===== config.mk =====
export PLATFORM = sky130hd
export DESIGN_NAME = lut_truth_table_sweeper_flat
export DESIGN_NICKNAME = d
export VERILOG_FILES = /design/src/rtl/lut_truth_table_sweeper_if.sv /design/src/rtl/lut_truth_table_sweeper.sv /design/src/flat_wrapper.sv
export SDC_FILE = /design/constraint.sdc
export NUM_CORES = 1
export LEC_CHECK = 0
export CAP_MARGIN = 0
export CORE_MARGIN = 3
export CORE_UTILIZATION = 40
export CTS_CLUSTER_SIZE = 12
export DETAILED_ROUTE_END_ITERATION = 8
export SETUP_SLACK_MARGIN = 0.02
export SLEW_MARGIN = 40
export SYNTH_ARGS = -nofsm -noshare
export SYNTH_HDL_FRONTEND = slang
export SYNTH_SLANG_ARGS = --single-unit

===== constraint.sdc =====
create_clock -name clk -period 5 [get_ports clk]
set_clock_uncertainty 0.05 [all_clocks]
set_input_delay 1.5 -clock clk [delete_from_list [all_inputs] [get_ports clk]]
set_output_delay 1.5 -clock clk [all_outputs]
set_load 0.01 [all_outputs]

===== src/rtl/lut_truth_table_sweeper_if.sv =====
// ----------------------------------------------------------------------------
// lut_truth_table_sweeper_if
//
// Valid/ready word stream carrying packed truth-table words out of the
// sweeper.
//
//   m_data   packed truth-table word (WORD_W bits)
//   m_valid  m_data is valid
//   m_ready  sink accepts the word
//   m_last   high with the final word of a sweep
//
// Modports: master (sweeper side), slave (sink side).
// ----------------------------------------------------------------------------
interface lut_truth_table_sweeper_if #(
    parameter int WORD_W = 32
) ();
    logic [WORD_W-1:0] m_data;
    logic              m_valid;
    logic              m_ready;
    logic              m_last;

    modport master (
        output m_data,
        output m_valid,
        output m_last,
        input  m_ready
    );

    modport slave (
        input  m_data,
        input  m_valid,
        input  m_last,
        output m_ready
    );
endinterface


===== src/rtl/lut_truth_table_sweeper.sv =====
// ----------------------------------------------------------------------------
// lut_truth_table_sweeper
//
// Sequential exerciser for one LUT neuron. Drives every input pattern
// 0..2^IN_BITS-1 onto lut_in, samples lut_out after LUT_LAT cycles, packs the
// samples LSB-first into WORD_W-bit words and streams them out.
//
// Ports:
//   clk      clock
//   rst      asynchronous, active-low reset
//   start    one-cycle sweep request, honoured only when idle
//   busy     high while sweeping / emitting
//   done     one-cycle pulse after the final word is accepted
//   lut_in   pattern driven to the neuron
//   lut_out  neuron response
//   m        packed word stream (master side)
// ----------------------------------------------------------------------------
module lut_truth_table_sweeper #(
    parameter int IN_BITS  = 8,
    parameter int OUT_BITS = 1,
    parameter int WORD_W   = 32,
    parameter int LUT_LAT  = 0
) (
    input  logic                          clk,
    input  logic                          rst,
    input  logic                          start,
    output logic                          busy,
    output logic                          done,
    output logic [IN_BITS-1:0]            lut_in,
    input  logic [OUT_BITS-1:0]           lut_out,
    lut_truth_table_sweeper_if.master     m
);

    localparam int S      = WORD_W / OUT_BITS;
    localparam int SLOT_W = (S > 1) ? $clog2(S) : 1;
    localparam int WAIT_W = (LUT_LAT > 0) ? $clog2(LUT_LAT + 1) : 1;
    localparam int ADDR_W = IN_BITS + 1;

    if (((WORD_W % OUT_BITS) != 0) || ((((2 ** IN_BITS) * OUT_BITS) % WORD_W) != 0)) begin : g_bad_params
        $error("lut_truth_table_sweeper: WORD_W must be a multiple of OUT_BITS and divide 2^IN_BITS*OUT_BITS");
    end

    typedef enum logic [1:0] {
        IDLE  = 2'd0,
        SWEEP = 2'd1,
        EMIT  = 2'd2,
        DONE  = 2'd3
    } state_t;

    state_t              state, state_n;
    logic [ADDR_W-1:0]   addr, addr_n;
    logic [WAIT_W-1:0]   wait_cnt, wait_n;
    logic [WORD_W-1:0]   pack, pack_n;
    logic [WORD_W-1:0]   data_r, data_n;
    logic                valid_r, last_r;
    logic [SLOT_W-1:0]   slot;

    // S is a power of two (it divides 2^IN_BITS), so the slot is simply the
    // low address bits.
    assign slot = SLOT_W'(addr % ADDR_W'(S));

    always_comb begin
        state_n = state;
        addr_n  = addr;
        wait_n  = wait_cnt;
        pack_n  = pack;
        data_n  = data_r;
        case (state)
            IDLE: begin
                if (start) begin
                    state_n = SWEEP;
                    addr_n  = '0;
                    wait_n  = '0;
                    pack_n  = '0;
                end
            end
            SWEEP: begin
                if (wait_cnt != WAIT_W'(LUT_LAT)) begin
                    wait_n = wait_cnt + WAIT_W'(1);
                end else begin
                    wait_n = '0;
                    addr_n = addr + ADDR_W'(1);
                    pack_n[slot*OUT_BITS +: OUT_BITS] = lut_out;
                    if (slot == SLOT_W'(S - 1)) begin
                        data_n  = pack_n;
                        state_n = EMIT;
                    end
                end
            end
            EMIT: begin
                if (m.m_ready) begin
                    // addr's extra bit marks that every pattern has been captured.
                    if (addr[IN_BITS]) begin
                        state_n = DONE;
                    end else begin
                        state_n = SWEEP;
                        pack_n  = '0;
                    end
                end
            end
            DONE: begin
                state_n = IDLE;
            end
            default: begin
                state_n = IDLE;
            end
        endcase
    end

    // Status outputs are registered from the next state so they line up with
    // the state they describe.
    always_ff @(posedge clk or negedge rst) begin
        if (!rst) begin
            state    <= IDLE;
            addr     <= '0;
            wait_cnt <= '0;
            pack     <= '0;
            data_r   <= '0;
            valid_r  <= 1'b0;
            last_r   <= 1'b0;
            busy     <= 1'b0;
            done     <= 1'b0;
        end else begin
            state    <= state_n;
            addr     <= addr_n;
            wait_cnt <= wait_n;
            pack     <= pack_n;
            data_r   <= data_n;
            valid_r  <= (state_n == EMIT);
            last_r   <= (state_n == EMIT) && addr_n[IN_BITS];
            busy     <= (state_n == SWEEP) || (state_n == EMIT);
            done     <= (state_n == DONE);
        end
    end

    // In EMIT lut_in already shows the next pattern, which gives a pipelined
    // neuron a head start without affecting the capture point.
    always_comb begin
        lut_in = '0;
        if (state != IDLE) begin
            lut_in = addr[IN_BITS-1:0];
        end
    end

    assign m.m_data  = data_r;
    assign m.m_valid = valid_r;
    assign m.m_last  = last_r;

endmodule


===== src/flat_wrapper.sv =====
// flat-port wrapper written by rule: the top's interface ports become plain ports
module lut_truth_table_sweeper_flat 
#(
    parameter int IN_BITS  = 8,
    parameter int OUT_BITS = 1,
    parameter int WORD_W   = 32,
    parameter int LUT_LAT  = 0
)
  (clk, rst, start, busy, done, lut_in, lut_out, m_m_data, m_m_valid, m_m_last, m_m_ready);
  lut_truth_table_sweeper_if #(.WORD_W(WORD_W)) m_i ();
  input  logic clk;
  input  logic rst;
  input  logic start;
  output logic busy;
  output logic done;
  output logic [IN_BITS-1:0] lut_in;
  input  logic [OUT_BITS-1:0] lut_out;
  output wire logic [$bits(m_i.m_data)-1:0] m_m_data;
  output wire logic [$bits(m_i.m_valid)-1:0] m_m_valid;
  output wire logic [$bits(m_i.m_last)-1:0] m_m_last;
  input wire logic [$bits(m_i.m_ready)-1:0] m_m_ready;
  assign m_m_data = m_i.m_data;
  assign m_m_valid = m_i.m_valid;
  assign m_m_last = m_i.m_last;
  assign m_i.m_ready = m_m_ready;
  lut_truth_table_sweeper #(.IN_BITS(IN_BITS), .OUT_BITS(OUT_BITS), .WORD_W(WORD_W), .LUT_LAT(LUT_LAT)) u_core (.clk(clk), .rst(rst), .start(start), .busy(busy), .done(done), .lut_in(lut_in), .lut_out(lut_out), .m(m_i));
endmodule

# After elaboration in Yosys (flattened, before gate mapping)
# Cells that the tools add are included.
# Widths: inputs -> output; s select.
[classes]
order_cmp = 0
n_reduce_logical = 10
eq_ne = 11
div_mod_pow = 0
bitwise_logic = 1
mux = 19
shift = 2
addsub = 3
mul = 0
[ops]
columns = ["operator", "n"]
rows = [
  ["$mux 32", 4],
  ["$pmux 32 s3", 1],
  ["$neg 5->34", 1],
  ["$shift 1x34->32 const A", 1],
  ["$shiftx 1x34->32", 1],
  ["$bwmux 32", 1],
  ["$mux 9", 2],
  ["$pmux 9 s2", 1],
  ["$mux 2", 5],
  ["$add 9x1->9 const B", 1],
  ["$eq 2x2->1 const B", 4],
  ["$mux 8", 1],
  ["$ne 2x2->1 const B", 4],
  ["$pmux 2 s4", 1],
  ["$reduce_and 3->1", 2],
  ["$eq 5x5->1 const B", 1],
  ["$reduce_and 5->1", 1],
  ["$eq 2x1->1 const B", 2],
  ["$reduce_bool 2->1", 2],
  ["$reduce_bool 3->1", 1],
  ["$logic_not 2->1", 1],
  ["$mux 1", 2],
  ["$pmux 1 s2", 1],
  ["$reduce_and 2->1", 1],
  ["other kinds (4)", 4],
]
[totals]
latchBits = 0
ramBits = 0
register_bits = 80
memories = 0
out_inout_bits = 44
romBits = 0
wordCells = 56
inputBits = 5

# Logic depth before layout (Yosys ltp)
[logic_depth]
depth_word = 6
mapped_depth = 15
ltp_nobuf = 10

# Worst setup path after synthesis
# Ideal clock, no wire load.
[synth_path]
kind = "flip-flop to flip-flop"
from = "reg u_core.addr[0]"
to = "reg u_core.pack[28]"
required_time_ns = 4.815
synth_period_minus_slack_ns = 2.968
path_stages_with_launch = 15
path_buffers = 4
arrival_time_ns = 2.783
path_slack_ns = 2.032
cell_sequence = "dfrtp_1 buf_2 buf_2 inv_1 ha_1 buf_2 nand2b_1 nor2_1 ha_1 or3b_1 mux2i_4 nand2_2 buf_2 o311ai_1 o31ai_1"
[synth_via]
elab_chain_len = 5
[synth_rtl]
columns = ["item", "line_no", "text"]
rows = [
  ["from (decl)", "lut_truth_table_sweeper.sv:51", "logic [ADDR_W-1:0] addr, addr_n;"],
  ["from (signal assigned)", "lut_truth_table_sweeper.sv:125", "addr <= addr_n;"],
  ["$neg 5->34 (*)", "lut_truth_table_sweeper.sv:83", "pack_n[slot*OUT_BITS +: OUT_BITS] = lut_out;"],
  ["$shiftx 1x34->32 or $shift 1x34->32 (tied branches)", "lut_truth_table_sweeper.sv:83", ""],
  ["$bwmux 32 (*)", "lut_truth_table_sweeper.sv:83", ""],
  ["$mux 32 (*)", "lut_truth_table_sweeper.sv:78", "if (wait_cnt != WAIT_W'(LUT_LAT)) begin"],
  ["$pmux 32 s3 (*)", "lut_truth_table_sweeper.sv:68", "case (state)"],
  ["to (signal assigned)", "lut_truth_table_sweeper.sv:127", "pack <= pack_n;"],
  ["to (decl)", "lut_truth_table_sweeper.sv:53", "logic [WORD_W-1:0] pack, pack_n;"],
]
# Every way passes the cells marked *; elsewhere a longest branch is shown, timed or not. The select of a mux whose other input is x is not followed.
# A chain may end at the register's enable or synchronous reset.

# Worst setup path in the final report
[layout_path]
from = "reg u_core.addr[0]"
to = "reg u_core.data_r[26], in the netlist u_core.m.m_data[26]"
[layout_via]
elab_chain_len = 3
[layout_rtl]
columns = ["item", "line_no", "text"]
rows = [
  ["$neg 5->34", "lut_truth_table_sweeper.sv:83", ""],
  ["$shiftx 1x34->32 or $shift 1x34->32 (tied branches)", "lut_truth_table_sweeper.sv:83", ""],
  ["$bwmux 32", "lut_truth_table_sweeper.sv:83", ""],
  ["to (signal assigned)", "lut_truth_table_sweeper.sv:128", "data_r <= data_n;"],
  ["to (decl)", "lut_truth_table_sweeper.sv:54", "logic [WORD_W-1:0] data_r, data_n;"],
]
# Parallel ways exist; a longest one is shown, timed or not.

==> results.json <==
{
  "cts-buffers-inserted": 9,
  "power.internal_uw": 1737,
  "detail_route.vias_per_cell": 5.839,
  "design.core.area_um2": 9955,
  "clk_transition_reported_paths_ns": 0.09,
  "setup.worst_path.end_class": "flop",
  "final_core_utilization_pct": 49.42,
  "postCtsSetupRepairBufs": 0,
  "initial_antenna_violation_count": 0,
  "fp.dieW_um": 107.9,
  "power_density_nw_per_um2": 645.8,
  "first_global_vias": 3635,
  "ctsLongestPathBuffers": 2,
  "detailed_place_hpwl_um": 7360,
  "cts_resized": 0,
  "post-route-cell-area_um2": 4920,
  "mappedNetlistNets": 476,
  "ir_worst_vdd_mv": 0.3866,
  "grt_setup_unrepaired": "false",
  "areaGrowthSynthToFinish_pct": 18.47,
  "power.static_leakage_uw": 0.001983,
  "final-setup-viol-count": 0,
  "finalNetCount": 505,
  "timing.final.max_slew_violations": 0,
  "relSlewSlack_pct": 44.98,
  "run_status": "finished, final reports clean",
  "setup_total_negative_slack_ns": 0,
  "detail_route.wirelength_um": 11040,
  "postSynthRegisterBits": 79,
  "maxCapViolations": 0,
  "ff_latch_area_um2": 1977,
  "synth_sequential_area_ratio_pct": 47.60,
  "overflow": 0,
  "route.detailed.drc": 0,
  "power.share.combinational_pct": 51.0,
  "rows": 36,
  "antenna_left": 0,
  "synth_edf_count": 0,
  "clock_root_buffer": "clkbuf_8",
  "filler_cells_inserted": 960,
  "drt-initial-drc-count": 197,
  "share_of_power_burned_in_the_clock_network_pct": 17.0,
  "multiInputGateArea_um2": 1918,
  "most_common_flop_cell_mapped_by_yosys": "dfrtp_1",
  "postPlaceCellArea_um2": 4696,
  "worstHoldPathType": "reg -> reg",
  "worstPathMaxFanout": 19,
  "grt_pass1_wl_um": 18540,
  "grt.total_usage_pct": 20.18,
  "switchingPower_uw": 1440,
  "clkLatencyLatePin_ns": 0.36,
  "synth_area_per_cell_um2": 8.931,
  "die_area_um2": 11640,
  "drive_gt1_share_pct": 6.814,
  "setup.worst_path.start_class": "flop",
  "synthArstFlopShare_pct": 100.0,
  "netlist-cell-type-count": 55,
  "yosysWarningCount": 0,
  "hold_viol": 0,
  "setup_slack_ns": 1.302,
  "htreeDepth": 3,
  "syn-cell-area_um2": 4153,
  "cts_tree": "done",
  "vias": 3690,
  "syn_inst": 465,
  "diodes": 0,
  "critical_path_arrival_ns": 3.94,
  "min_period_ns": 3.698,
  "maxClockFrequency_mhz": 270.4,
  "switching_share_pct": 45.31,
  "final.period_utilization_pct": 73.96,
  "cts_hold_buffers": 0,
  "drt_pre_antenna_iters": 5,
  "cp_data_required_time_ns": 5.24,
  "slew_worst_pin_ns": 0.8183,
  "start_util_pct": 41.72,
  "tritoncts_num_sinks": 79,
  "route.detailed.wl_per_inst_um": 17.47,
  "chipHeight_um": 107.9,
  "finalWeightedCongestion": 0.8258,
  "timing.setup.critical_path_class": "reg -> reg",
  "place_worst_setup_slack_ns": 1.086,
  "final.hold.worst_slack_ns": 0.4325,
  "port_buffer_count": 48,
  "grt_start_max_net_pins": 80,
  "power.sequential.fraction_pct": 32.0,
  "ioPinCount": 49
}
layout make-up:
type,count,share of cell area (%)
Sequential cell,79,40.18
Multi-Input combinational cell,321,38.99
Timing Repair Buffer,54,10.71
Tap cell,133,3.383
Clock buffer,11,2.874
Inverter,29,2.213
Clock inverter,5,1.653
Yosys cell counts, types with 6 or more instances:
master    instances  share of area, %
o311ai_1          7               1.5
dfrtp_1          79                48
nor2_1           34               3.1
nand2_1          50               4.5
clkbuf_1         22               2.0
and2_1            6              0.90
inv_1            29               2.6
o21ai_1          23               2.8
o21ai_0          22               2.7
nand3_1          25               3.0
a21oi_1          22               2.7
ha_1              6               1.8
buf_2            11               1.3
nor2b_1           8               1.2
o22ai_1          15               2.3
a32oi_1          11               2.3
o211ai_1         13               2.4
nand2b_1          9               1.4
per-stage QoR:
stage,total power [uW],instances
after floorplan,2034,465
after global placement,2584,616
after detailed placement,2630,616
after CTS,3173,632
after global routing,3416,632
final,3177,632
cells by family after synthesis:
family	after synthesis	synth area share, %
simple gates	162	19.19
xor+xnor	2	0.4219
buf+inv	65	6.297
flops	79	47.60
compound gates	146	23.17
mux	5	1.506
fa+ha+maj	6	1.808
final timing paths:
check | startpoint | to | slack [ns] | cells after the start
max | u_core.addr[0] | u_core.m.m_data[26] | 1.30 | 10
min | u_core.m.m_data[0] | u_core.m.m_data[0] | 0.43 | 2
max reg2reg | u_core.addr[0] | u_core.m.m_data[26] | 1.30 | 10
min reg2reg | u_core.m.m_data[0] | u_core.m.m_data[0] | 0.43 | 2
max in group asynchronous | rst | u_core.pack[16] | 3.26 | 1
min in group asynchronous | rst | u_core.m.m_data[26] | 1.11 | 1
power groups by stage:
stage,logic (uW),clock network (uW),registers [uW]
after CTS,1610,547,1020
after floorplan,1040,0,998
final,1620,539,1020
after detailed placement,1600,0,1030
after global placement,1570,0,1020
after global routing,1790,576,1050
layout by cell type, fill, tap and decap left out, types with 3 or more instances in the layout:
cell	Yosys	layout
nor4_1	3	3
nor2b_1	8	8
a221oi_1	4	4
clkbuf_8	0	10
o21ai_0	22	22
ha_1	6	6
mux2i_1	4	4
clkdlybuf4s50_1	0	47
a32oi_1	11	11
and2_1	6	5
nand2b_1	9	9
nand3_1	25	25
nand2_1	50	49
nor3_1	4	4
dfrtp_1	79	79
o22ai_1	15	15
o211ai_1	13	13
a31oi_1	4	4
o311ai_1	7	7
a22oi_1	5	5
nor2_1	34	34
inv_1	29	29
a21oi_1	22	22
o21ai_1	23	23
o311ai_0	3	3
and3_1	4	4
buf_4	1	6
o31ai_1	5	5
or3_1	5	5
registers in the layout, summed over array words and instances (netlist names):
signal,flops
u_core.done,1
u_core.m.m_last,1
u_core.busy,1
u_core.pack,32
u_core.m.m_valid,1
u_core.state,2
u_core.addr,9
u_core.m.m_data,32
critical path, cell delays in order, from the launching register on:
cell      delay (ns)
dfrtp_1         0.72
inv_1           0.17
ha_1            0.34
nand2b_1        0.23
nor2_1          0.07
ha_1            0.47
or3b_1          0.46
mux2i_4         0.35
nand2_2         0.23
or3_1           0.38
a31oi_1         0.16
metal layers:
metal,up-vias,routed length [um],GRT usage [%]
li1,1735,-,-
met3,21,469,3.539
met4,0,265,8.566
met1,1828,5247,28.81
met5,-,0,0
met2,106,5059,30.06
Power figures use the tool's default switching activity.
